### src/rtl/menu_pkg.sv
// Shared types and constants for the menu controller: FSM states, key indices
// and default timing values.
package menu_pkg;

  typedef enum logic {
    SELECT = 1'b0,
    ACTIVE = 1'b1
  } menu_state_e;

  localparam int unsigned KEY_BACK  = 0;
  localparam int unsigned KEY_NEXT  = 1;
  localparam int unsigned KEY_ENTER = 2;

  localparam int unsigned DEB_CYC_DEF   = 1_000_000;
  localparam int unsigned LONG_CYC_DEF  = 50_000_000;
  localparam int unsigned BLINK_BIT_DEF = 24;
  localparam int unsigned BLINK_W       = 26;

endpackage

### src/rtl/key_event.sv
// Per-key synchroniser, debouncer and short/long press classifier.
// Emits one-cycle short_p on release and one-cycle long_p while still held.
module key_event #(
  parameter int unsigned DEB_CYC  = 4,
  parameter int unsigned LONG_CYC = 100
) (
  input  logic clk_i,
  input  logic rst_ni,
  input  logic key_ni,
  output logic short_p,
  output logic long_p
);

  localparam int unsigned DebW  = $clog2(DEB_CYC + 1);
  localparam int unsigned HoldW = $clog2(LONG_CYC + 1);

  logic             sync1_q, sync2_q;
  logic             armed_q, armed_d;
  logic             level_q, level_d;
  logic [DebW-1:0]  deb_cnt_q, deb_cnt_d;
  logic [HoldW-1:0] hold_q, hold_d;
  logic             short_q, short_d;
  logic             long_q, long_d;

  always_comb begin
    // Presses only count once the key has been seen released after reset.
    armed_d   = armed_q | ~sync2_q;
    level_d   = level_q;
    deb_cnt_d = '0;
    if (sync2_q != level_q) begin
      if (deb_cnt_q == DebW'(DEB_CYC - 1)) begin
        if (!sync2_q || armed_q) begin
          level_d = sync2_q;
        end
      end else begin
        deb_cnt_d = deb_cnt_q + 1'b1;
      end
    end

    hold_d = '0;
    if (level_q) begin
      hold_d = (hold_q == HoldW'(LONG_CYC)) ? hold_q : hold_q + 1'b1;
    end

    long_d  = level_q && level_d && (hold_q == HoldW'(LONG_CYC - 1));
    short_d = level_q && !level_d && (hold_q < HoldW'(LONG_CYC));
  end

  always_ff @(posedge clk_i or negedge rst_ni) begin
    if (!rst_ni) begin
      // Sync flops reset to "pressed" so a held key cannot arm the debouncer.
      sync1_q   <= 1'b1;
      sync2_q   <= 1'b1;
      armed_q   <= 1'b0;
      level_q   <= 1'b0;
      deb_cnt_q <= '0;
      hold_q    <= '0;
      short_q   <= 1'b0;
      long_q    <= 1'b0;
    end else begin
      sync1_q   <= ~key_ni;
      sync2_q   <= sync1_q;
      armed_q   <= armed_d;
      level_q   <= level_d;
      deb_cnt_q <= deb_cnt_d;
      hold_q    <= hold_d;
      short_q   <= short_d;
      long_q    <= long_d;
    end
  end

  assign short_p = short_q;
  assign long_p  = long_q;

endmodule

### src/rtl/menu_control.sv
// Three-key menu: browse N_FUNC functions in SELECT, run one in ACTIVE with a
// one-hot enable, exit on long BACK or the selected function's done.
module menu_control
  import menu_pkg::*;
#(
  parameter int unsigned N_FUNC    = 4,
  parameter int unsigned SEL_W     = $clog2(N_FUNC),
  parameter int unsigned DEB_CYC   = DEB_CYC_DEF,
  parameter int unsigned LONG_CYC  = LONG_CYC_DEF,
  parameter int unsigned BLINK_BIT = BLINK_BIT_DEF,
  parameter bit          WRAP      = 1'b1
) (
  input  logic              CLOCK_50,
  input  logic              rst_n,
  input  logic [2:0]        keys,
  input  logic [N_FUNC-1:0] done,
  output logic [N_FUNC-1:0] enable,
  output logic [N_FUNC-1:0] leds,
  output logic [SEL_W-1:0]  sel,
  output logic              active
);

  logic [2:0] short_ev, long_ev;
  logic       unused_long;

  for (genvar k = 0; k < 3; k++) begin : g_key
    key_event #(
      .DEB_CYC  (DEB_CYC),
      .LONG_CYC (LONG_CYC)
    ) u_key_event (
      .clk_i   (CLOCK_50),
      .rst_ni  (rst_n),
      .key_ni  (keys[k]),
      .short_p (short_ev[k]),
      .long_p  (long_ev[k])
    );
  end

  // Only BACK has a long-press meaning.
  assign unused_long = ^long_ev[KEY_ENTER:KEY_NEXT];

  menu_state_e         state_q, state_d;
  logic [SEL_W-1:0]    sel_q, sel_d, sel_inc, sel_dec;
  logic [N_FUNC-1:0]   enable_q, enable_d, leds_q, leds_d, sel_onehot;
  logic                active_q, active_d;
  logic [BLINK_W-1:0]  blink_q, blink_d;

  always_comb begin
    sel_onehot = {{(N_FUNC-1){1'b0}}, 1'b1} << sel_q;

    if (sel_q == '0) begin
      sel_dec = WRAP ? SEL_W'(N_FUNC - 1) : sel_q;
    end else begin
      sel_dec = sel_q - 1'b1;
    end
    if (sel_q == SEL_W'(N_FUNC - 1)) begin
      sel_inc = WRAP ? '0 : sel_q;
    end else begin
      sel_inc = sel_q + 1'b1;
    end

    state_d = state_q;
    sel_d   = sel_q;
    unique case (state_q)
      SELECT: begin
        if (short_ev[KEY_BACK] && !short_ev[KEY_NEXT]) begin
          sel_d = sel_dec;
        end else if (short_ev[KEY_NEXT] && !short_ev[KEY_BACK]) begin
          sel_d = sel_inc;
        end else if (short_ev[KEY_ENTER] && !short_ev[KEY_BACK] && !short_ev[KEY_NEXT]) begin
          state_d = ACTIVE;
        end
      end
      ACTIVE: begin
        if (long_ev[KEY_BACK] || done[sel_q]) begin
          state_d = SELECT;
        end
      end
      default: state_d = SELECT;
    endcase

    // sel never changes on an edge where state_d is ACTIVE, so sel_onehot is current.
    enable_d = (state_d == ACTIVE) ? sel_onehot : '0;
    active_d = (state_d == ACTIVE);
    leds_d   = ((state_q == ACTIVE) || blink_q[BLINK_BIT]) ? sel_onehot : '0;
    blink_d  = blink_q + 1'b1;
  end

  always_ff @(posedge CLOCK_50 or negedge rst_n) begin
    if (!rst_n) begin
      state_q  <= SELECT;
      sel_q    <= '0;
      enable_q <= '0;
      active_q <= 1'b0;
      leds_q   <= '0;
      blink_q  <= '0;
    end else begin
      state_q  <= state_d;
      sel_q    <= sel_d;
      enable_q <= enable_d;
      active_q <= active_d;
      leds_q   <= leds_d;
      blink_q  <= blink_d;
    end
  end

  assign enable = enable_q;
  assign leds   = leds_q;
  assign sel    = sel_q;
  assign active = active_q;

endmodule

### config.mk
export PLATFORM = sky130hd
export DESIGN_NAME = menu_control
export DESIGN_NICKNAME = d
export VERILOG_FILES = /design/src/rtl/menu_pkg.sv /design/src/rtl/key_event.sv /design/src/rtl/menu_control.sv
export SDC_FILE = /design/constraint.sdc
export NUM_CORES = 1
export LEC_CHECK = 0
export CORE_MARGIN = 2
export CORE_UTILIZATION = 65
export CTS_BUF_LIST = sky130_fd_sc_hd__clkbuf_4
export CTS_CLUSTER_DIAMETER = 50
export DETAILED_ROUTE_END_ITERATION = 10
export PLACE_DENSITY = 0.86
export SYNTH_ARGS = -nofsm -noshare
export SYNTH_HDL_FRONTEND = slang
export SYNTH_SLANG_ARGS = --single-unit
### constraint.sdc
create_clock -name CLOCK_50 -period 5.2 [get_ports CLOCK_50]
set_input_delay 0.52 -clock CLOCK_50 [delete_from_list [all_inputs] [get_ports CLOCK_50]]
set_output_delay 0.52 -clock CLOCK_50 [all_outputs]
set_load 0.02 [all_outputs]
==> results of run 1 <==
flip-flops by register name, summed over array words and instances, names as in the netlist:
register	count
g_key.u_key_event.sync2_q	3
g_key.u_key_event.long_p	1
enable	4
g_key.u_key_event.deb_cnt_q	60
g_key.u_key_event.short_p	3
leds	4
g_key.u_key_event.armed_q	3
g_key.u_key_event.sync1_q	3
active	1
sel	2
g_key.u_key_event.hold_q	78
blink_q	25
g_key.u_key_event.level_q	3
final timing paths:
check / from / endpoint
worst max-delay path: active$_DFF_PN0_ / active
worst min-delay path: g_key[0].u_key_event.sync1_q$_DFF_PN1_ / g_key[0].u_key_event.sync2_q$_DFF_PN1_
worst max register to register: g_key[1].u_key_event.deb_cnt_q[0]$_DFF_PN0_ / g_key[1].u_key_event.deb_cnt_q[3]$_DFF_PN0_
worst min register to register: g_key[0].u_key_event.sync1_q$_DFF_PN1_ / g_key[0].u_key_event.sync2_q$_DFF_PN1_
max in group asynchronous: rst_n / g_key[0].u_key_event.deb_cnt_q[1]$_DFF_PN0_
min in group asynchronous: rst_n / g_key[2].u_key_event.hold_q[5]$_DFFE_PN0P_
cell families after synthesis:
kind of cell | after synthesis
AO/OA/AOI/OAI | 25
XOR/XNOR | 146
adder cells (fa/ha/maj) | 16
buffers and inverters | 50
flip-flops | 190
multiplexers | 8
AND/OR/NAND/NOR | 476
where the power goes:
part	switching, mW	leakage (nW)	internal [mW]
logic	0.0416	1.44	0.0145
clock network	0.501	0.132	0.249
registers	0.00826	2.60	1.49
layout by cell type (no fill, tap or decap), types with 6 or more instances in the layout:
| master | netlist | routed |
|---|---|---|
| and3_1 | 23 | 23 |
| dfstp_2 | 6 | 6 |
| xnor2_1 | 88 | 88 |
| o21ai_0 | 11 | 11 |
| clkbuf_4 | 0 | 19 |
| nand2b_1 | 13 | 13 |
| nand2_1 | 60 | 60 |
| a21oi_1 | 8 | 8 |
| nand4_1 | 40 | 40 |
| nor4_1 | 19 | 19 |
| nor3_1 | 22 | 22 |
| clkdlybuf4s50_1 | 0 | 18 |
| dfrtp_1 | 184 | 184 |
| mux2i_1 | 7 | 7 |
| and2_1 | 45 | 45 |
| nor2b_1 | 11 | 11 |
| and4_1 | 12 | 12 |
| nor2_1 | 120 | 120 |
| inv_1 | 27 | 27 |
| ha_1 | 16 | 16 |
| xor2_1 | 58 | 58 |
| nand3_1 | 72 | 72 |
worst register-to-register path: cells and delay by family, from the launching register on:
family / cells / cell delay (ns)
flops: 1 / 0.43
simple gates: 4 / 1.36
fa+ha+maj: 1 / 0.24
routing by layer:
layer / routed length, microns / part of all wire [%]
met5: 0 / 0
met4: 178 / 1.1
met3: 522 / 3.2
met2: 7750 / 48
met1: 7670 / 48
through the flow:
stage / util (%) / total power, mW / std cells / cell area [sq um]
4_1_cts: 70.9 / 2.32 / 1123 / 9840
2_1_floorplan: - / 1.54 / 911 / 9230
3_5_place_dp: 68.9 / 1.58 / 1090 / 9570
6_report: 70.9 / 2.30 / 1124 / 9840
3_3_place_gp: 68.9 / 1.58 / 1090 / 9570
5_1_grt: 70.9 / 2.39 / 1124 / 9840
cell type report:
cell class                 instances  area, sq um  area share (%)
sequential                       190         4760            48.4
multi-input combinational        671         4270            43.4
tap                              180          225            2.29
timing repair buffer              22          219            2.22
clock buffer                      19          143            1.45
clock inverter                    13          119            1.21
inverter                          28          105            1.07
antenna                            1         2.50          0.0254
==> metrics.txt, run 1 <==
CTS tree yes; Slew headroom 39.6%; dpl ws 3.04 ns; final count of pins violating max slew 0; number of post-CTS setup repair buffers 0; Static Leak 4.16 nW; CP arrival 1.70 ns; PnR worst setup slack 2.98 ns; initial core utilization 66.5%; clock slew at reported path FFs 0.14 ns; syn avg cell area 10.1 sq um; Die ar. 15200 sq um; Max Fclk 450 MHz; fraction of layout cells with a size suffix above 1 5.62%; WL final 16100 microns; cells after synthesis 911; DR vias/cell 5.63; area delta synth->final 6.69%; WHS Path Cells 0; post-synthesis cell type count 48; CP Cell Sequence clkdlybuf4s50_1; worst hold path class reg -> reg; reg2reg path depth 5; total gr overflow 0; Filler cells 976; Max Cap Viol 0; GPL Wtd Cong 0.842; Chip Height 123 microns; post-DP HPWL 10900 microns; final setup fails 0; largest net degree at the start of global routing 100; WP depth 1; unrepaired setup endpoints after global routing false; number of H-tree levels 4; simple-gate portion of the synthesized area 27.7%; CP Launch Type flop; drt first pass iters 5; DRC violations left 0; Root Buffer Master clkbuf_4; DRT iter0 DRCs 461; GR Layer Usage met3 5.35%; Seq/Total Area, Yosys 51.6%; Final #Nets 955; top post-synthesis cells by area dfrtp_1, xnor2_1, xor2_1; post-synthesis xor/xnor area fraction 13.9%; main flop type after synthesis dfrtp_1; Fin Setup TNS 0 ns; outcome completed; asr flop ratio synth 100%; Vias 6329; Buf/Inv on CP 1; TritonCTS buffer count 17; YS warnings 0; crit path time final 2.22 ns; clk_lat worst skew 0.59 ns; syn_nets 936; Worst IR Drop VDD 0.191 mV; r2r setup slk 3.04 ns; Worst Path Required 4.68 ns; cell area power density 234 nW/um^2; multiplexer share of the synthesized area 1.00%; Final Hold Vio Count 0; Layout Skew 0.0201 ns; EDFF count, synth 0; Slew @ Worst Pin 0.898 ns; crit path max fanout 6; met2 Track Usage GR 37.5%; I/O Buffers 19; largest area contributor in the netlist dfrtp_1; Hold Buf Count CTS 1; Max clock buf depth 2; post-synthesis compound-gate area fraction 1.51%; largest family of logic cells by synthesized area simple AND/OR/NAND/NOR gates; slowest stage delay, CP 0.65 ns; core area 13900 sq um; Rows 43; first-pass GRT wire length 28300 microns; CTS Sinks 190; hold_ws 0.365 ns; remaining antenna violation count after routing 0; Setup CP Type reg -> out; count leader, synth dfrtp_1; synthesized area 9230 sq um; CP top delay family buffers and inverters; initial antenna violation count 1; Synth top area share 49.9%; Crit-path slowest cell clkdlybuf4s50_1; Ports 20; met1 usage in global routing 32.2%; #FFs+latches synth 190; Gates resized, CTS repair 0; grt peak-use layer met2; number of global-route vias before repair 6211; total track usage 23.4%; Die Wd 123 microns; Setup crit end kind primary output; Post-synth top cells dfrtp_1, nor2_1, xnor2_1; period utilization 42.7%; post-detailed-route wirelength per cell 14.3 microns; synthesized-area fraction occupied by adder cells 2.17%
No activity file was read; power rests on OpenSTA's default activity.
==> run 2: changes to the inputs <==
CORE_UTILIZATION = 58   (was 65)
PLACE_DENSITY = 0.81   (was 0.86)
clock period = 1.8 ns   (was 5.2 ns; I/O delays follow)
==> metrics.txt, run 2 (synthesized netlist as in run 1, its figures left out) <==
Worst Path Required 2.25 ns (was 4.68 ns); final core utilization 66.7% (was 70.9%); failing checks negative setup slack; initial antenna violation count 1 (unchanged); dpl ws -0.0418 ns (was 3.04 ns); largest reg by FF count g_key.u_key_event.hold_q (unchanged); total power 6.38 mW (was 2.30 mW); total track usage 21.4% (was 23.4%); CP arrival 2.27 ns (was 1.70 ns); clk_lat worst skew 0.57 ns (was 0.59 ns); Setup CP Type reg -> reg (was reg -> out); remaining antenna violation count after routing 0 (unchanged); highest-count cells in the layout ignoring fill and taps dfrtp_1, nor2_1, xnor2_1 (unchanged); GPL Wtd Cong 0.826 (was 0.842); Layout Skew 0.0272 ns (was 0.0201 ns); CTS tree yes (unchanged); crit path max fanout 3 (was 6); Slew @ Worst Pin 0.493 ns (was 0.898 ns); outcome finished with violations (was completed); total gr overflow 0 (unchanged); period utilization 101%; Worst IR Drop VDD 0.513 mV (was 0.191 mV); Die Wd 130 microns (was 123 microns); area delta synth->final 13.6% (was 6.69%); I/O Buffers 19 (unchanged); Chip Height 130 microns (was 123 microns); number of global-route vias before repair 6551 (was 6211); Vias 6609 (was 6329); DR vias/cell 5.40 (was 5.63); Die ar. 16900 sq um (was 15200 sq um); number of H-tree levels 4 (unchanged); crit path time final 1.82 ns; Root Buffer Master clkbuf_4 (unchanged); drt first pass iters 7 (was 5); Final Hold Vio Count 0 (unchanged); TritonCTS buffer count 17 (unchanged); DRT iter0 DRCs 370 (was 461); cell area power density 608 nW/um^2 (was 234 nW/um^2); Slew headroom 67.2% (was 39.6%); core area 15700 sq um (was 13900 sq um); PnR worst setup slack -0.0228 ns (was 2.98 ns); worst hold path class in -> reg (was reg -> reg); first-pass GRT wire length 29200 microns (was 28300 microns); Ports 20 (unchanged); fraction of layout cells with a size suffix above 1 13.7% (was 5.62%); Max Fclk 549 MHz; Finished Cell Area 10500 sq um (was 9840 sq um); DRC violations left 0 (unchanged); largest net degree at the start of global routing 62 (was 100); WL final 16900 microns (was 16100 microns); Rows 46 (was 43); post-detailed-route wirelength per cell 13.8 microns (was 14.3 microns); post-DP HPWL 11200 microns (was 10900 microns); most common cell after layout, fill and taps aside dfrtp_1 (unchanged); Fin Setup TNS -0.0228 ns (was 0 ns); Max Cap Viol 0 (unchanged); CTS Sinks 190 (unchanged); Setup crit end kind flop (was primary output); Final #Nets 1017 (was 955); final setup fails 1 (was 0); leading registers by flop count g_key.u_key_event.hold_q: 78 flops, g_key.u_key_event.deb_cnt_q: 60 flops, blink_q: 25 flops (unchanged); unrepaired setup endpoints after global routing true (was false); DP Area 10000 sq um (was 9570 sq um); clock slew at reported path FFs 0.13 ns (was 0.14 ns); Static Leak 4.52 nW (was 4.16 nW); initial core utilization 58.7% (was 66.5%); CP Launch Type flop (unchanged); Max clock buf depth 2 (unchanged); max FFs per register 78 (unchanged); final count of pins violating max slew 0 (unchanged)
run 2: cell types whose count changed in the layout (fill, tap and decap cells not counted), moves of 4 or more:
cell	delta
nor4_1	-9
clkinv_1	+7
clkinvlp_4	-4
nor4_2	+8
dfrtp_1	-4
dfrtp_2	+4
buf_4	+59
run 2: cell type report:
class | count | area [sq um]
Clock inverter | 12 | 56.3
Tap cell | 216 | 270
Sequential cell | 190 | 4770
Clock buffer | 20 | 150
Fill cell | 1219 | 5230
Multi-Input combinational cell | 671 | 4410
Timing Repair Buffer | 84 | 718
Inverter | 28 | 105
Antenna cell | 2 | 5.00
run 2: through the flow:
step / hold slack (ns) / std cells
2_1_floorplan: -0.116 / 911
4_1_cts: 0.0417 / 1213
3_5_place_dp: 0.197 / 1178
5_1_grt: 0.0534 / 1223
3_3_place_gp: 0.196 / 1178
6_report: 0.0898 / 1223
run 2: path summary, 6_finish.rpt:
path,start,to,slack (ns),cells past startpoint
min reg2reg,g_key[2].u_key_event.sync1_q$_DFF_PN1_,g_key[2].u_key_event.sync2_q$_DFF_PN1_,0.36,0
min in group asynchronous,rst_n,g_key[0].u_key_event.deb_cnt_q[0]$_DFF_PN0_,0.16,2
min,keys[1],g_key[1].u_key_event.sync1_q$_DFF_PN1_,0.09,2
max in group asynchronous,rst_n,g_key[0].u_key_event.deb_cnt_q[2]$_DFF_PN0_,0.98,3
max reg2reg,g_key[1].u_key_event.hold_q[4]$_DFFE_PN0P_,g_key[1].u_key_event.hold_q[0]$_DFFE_PN0P_,-0.02,6
max,g_key[1].u_key_event.hold_q[4]$_DFFE_PN0P_,g_key[1].u_key_event.hold_q[0]$_DFFE_PN0P_,-0.02,6
run 2: metal layers:
metal / vias to the layer above / wire length, microns / track usage [%]
met5: - / 0 / 0
met4: 0 / 222 / 6.45
met3: 14 / 462 / 4.31
met2: 79 / 8390 / 35.1
met1: 3261 / 7850 / 29.0
li1: 3255 / - / -
run 2: timing repair:
item / in CTS / in global routing
pin swaps: 2 / 8
endpoints found under the hold margin: 155 / 0
resized for setup: 4 / 34
setup endpoints to repair: 19 / 57
hold buffers: 1 / 0
setup buffers: 2 / 8
run 2: worst max-delay path, stage by stage (launching register included):
cell and delay, ns:
dfrtp_1 0.41, or4_4 0.54, nor4_2 0.14, nand4_1 0.17, buf_4 0.20, xnor2_1 0.11, and2_1 0.15
run 2: power by group:
part           switching [mW]  leakage (nW)  total [mW]  internal [mW]
Combinational           0.127          1.81       0.190         0.0627
Sequential             0.0238          2.59        4.32           4.30
Clock                    1.32         0.118        1.87          0.553
Total                    1.47          4.52        6.38           4.91
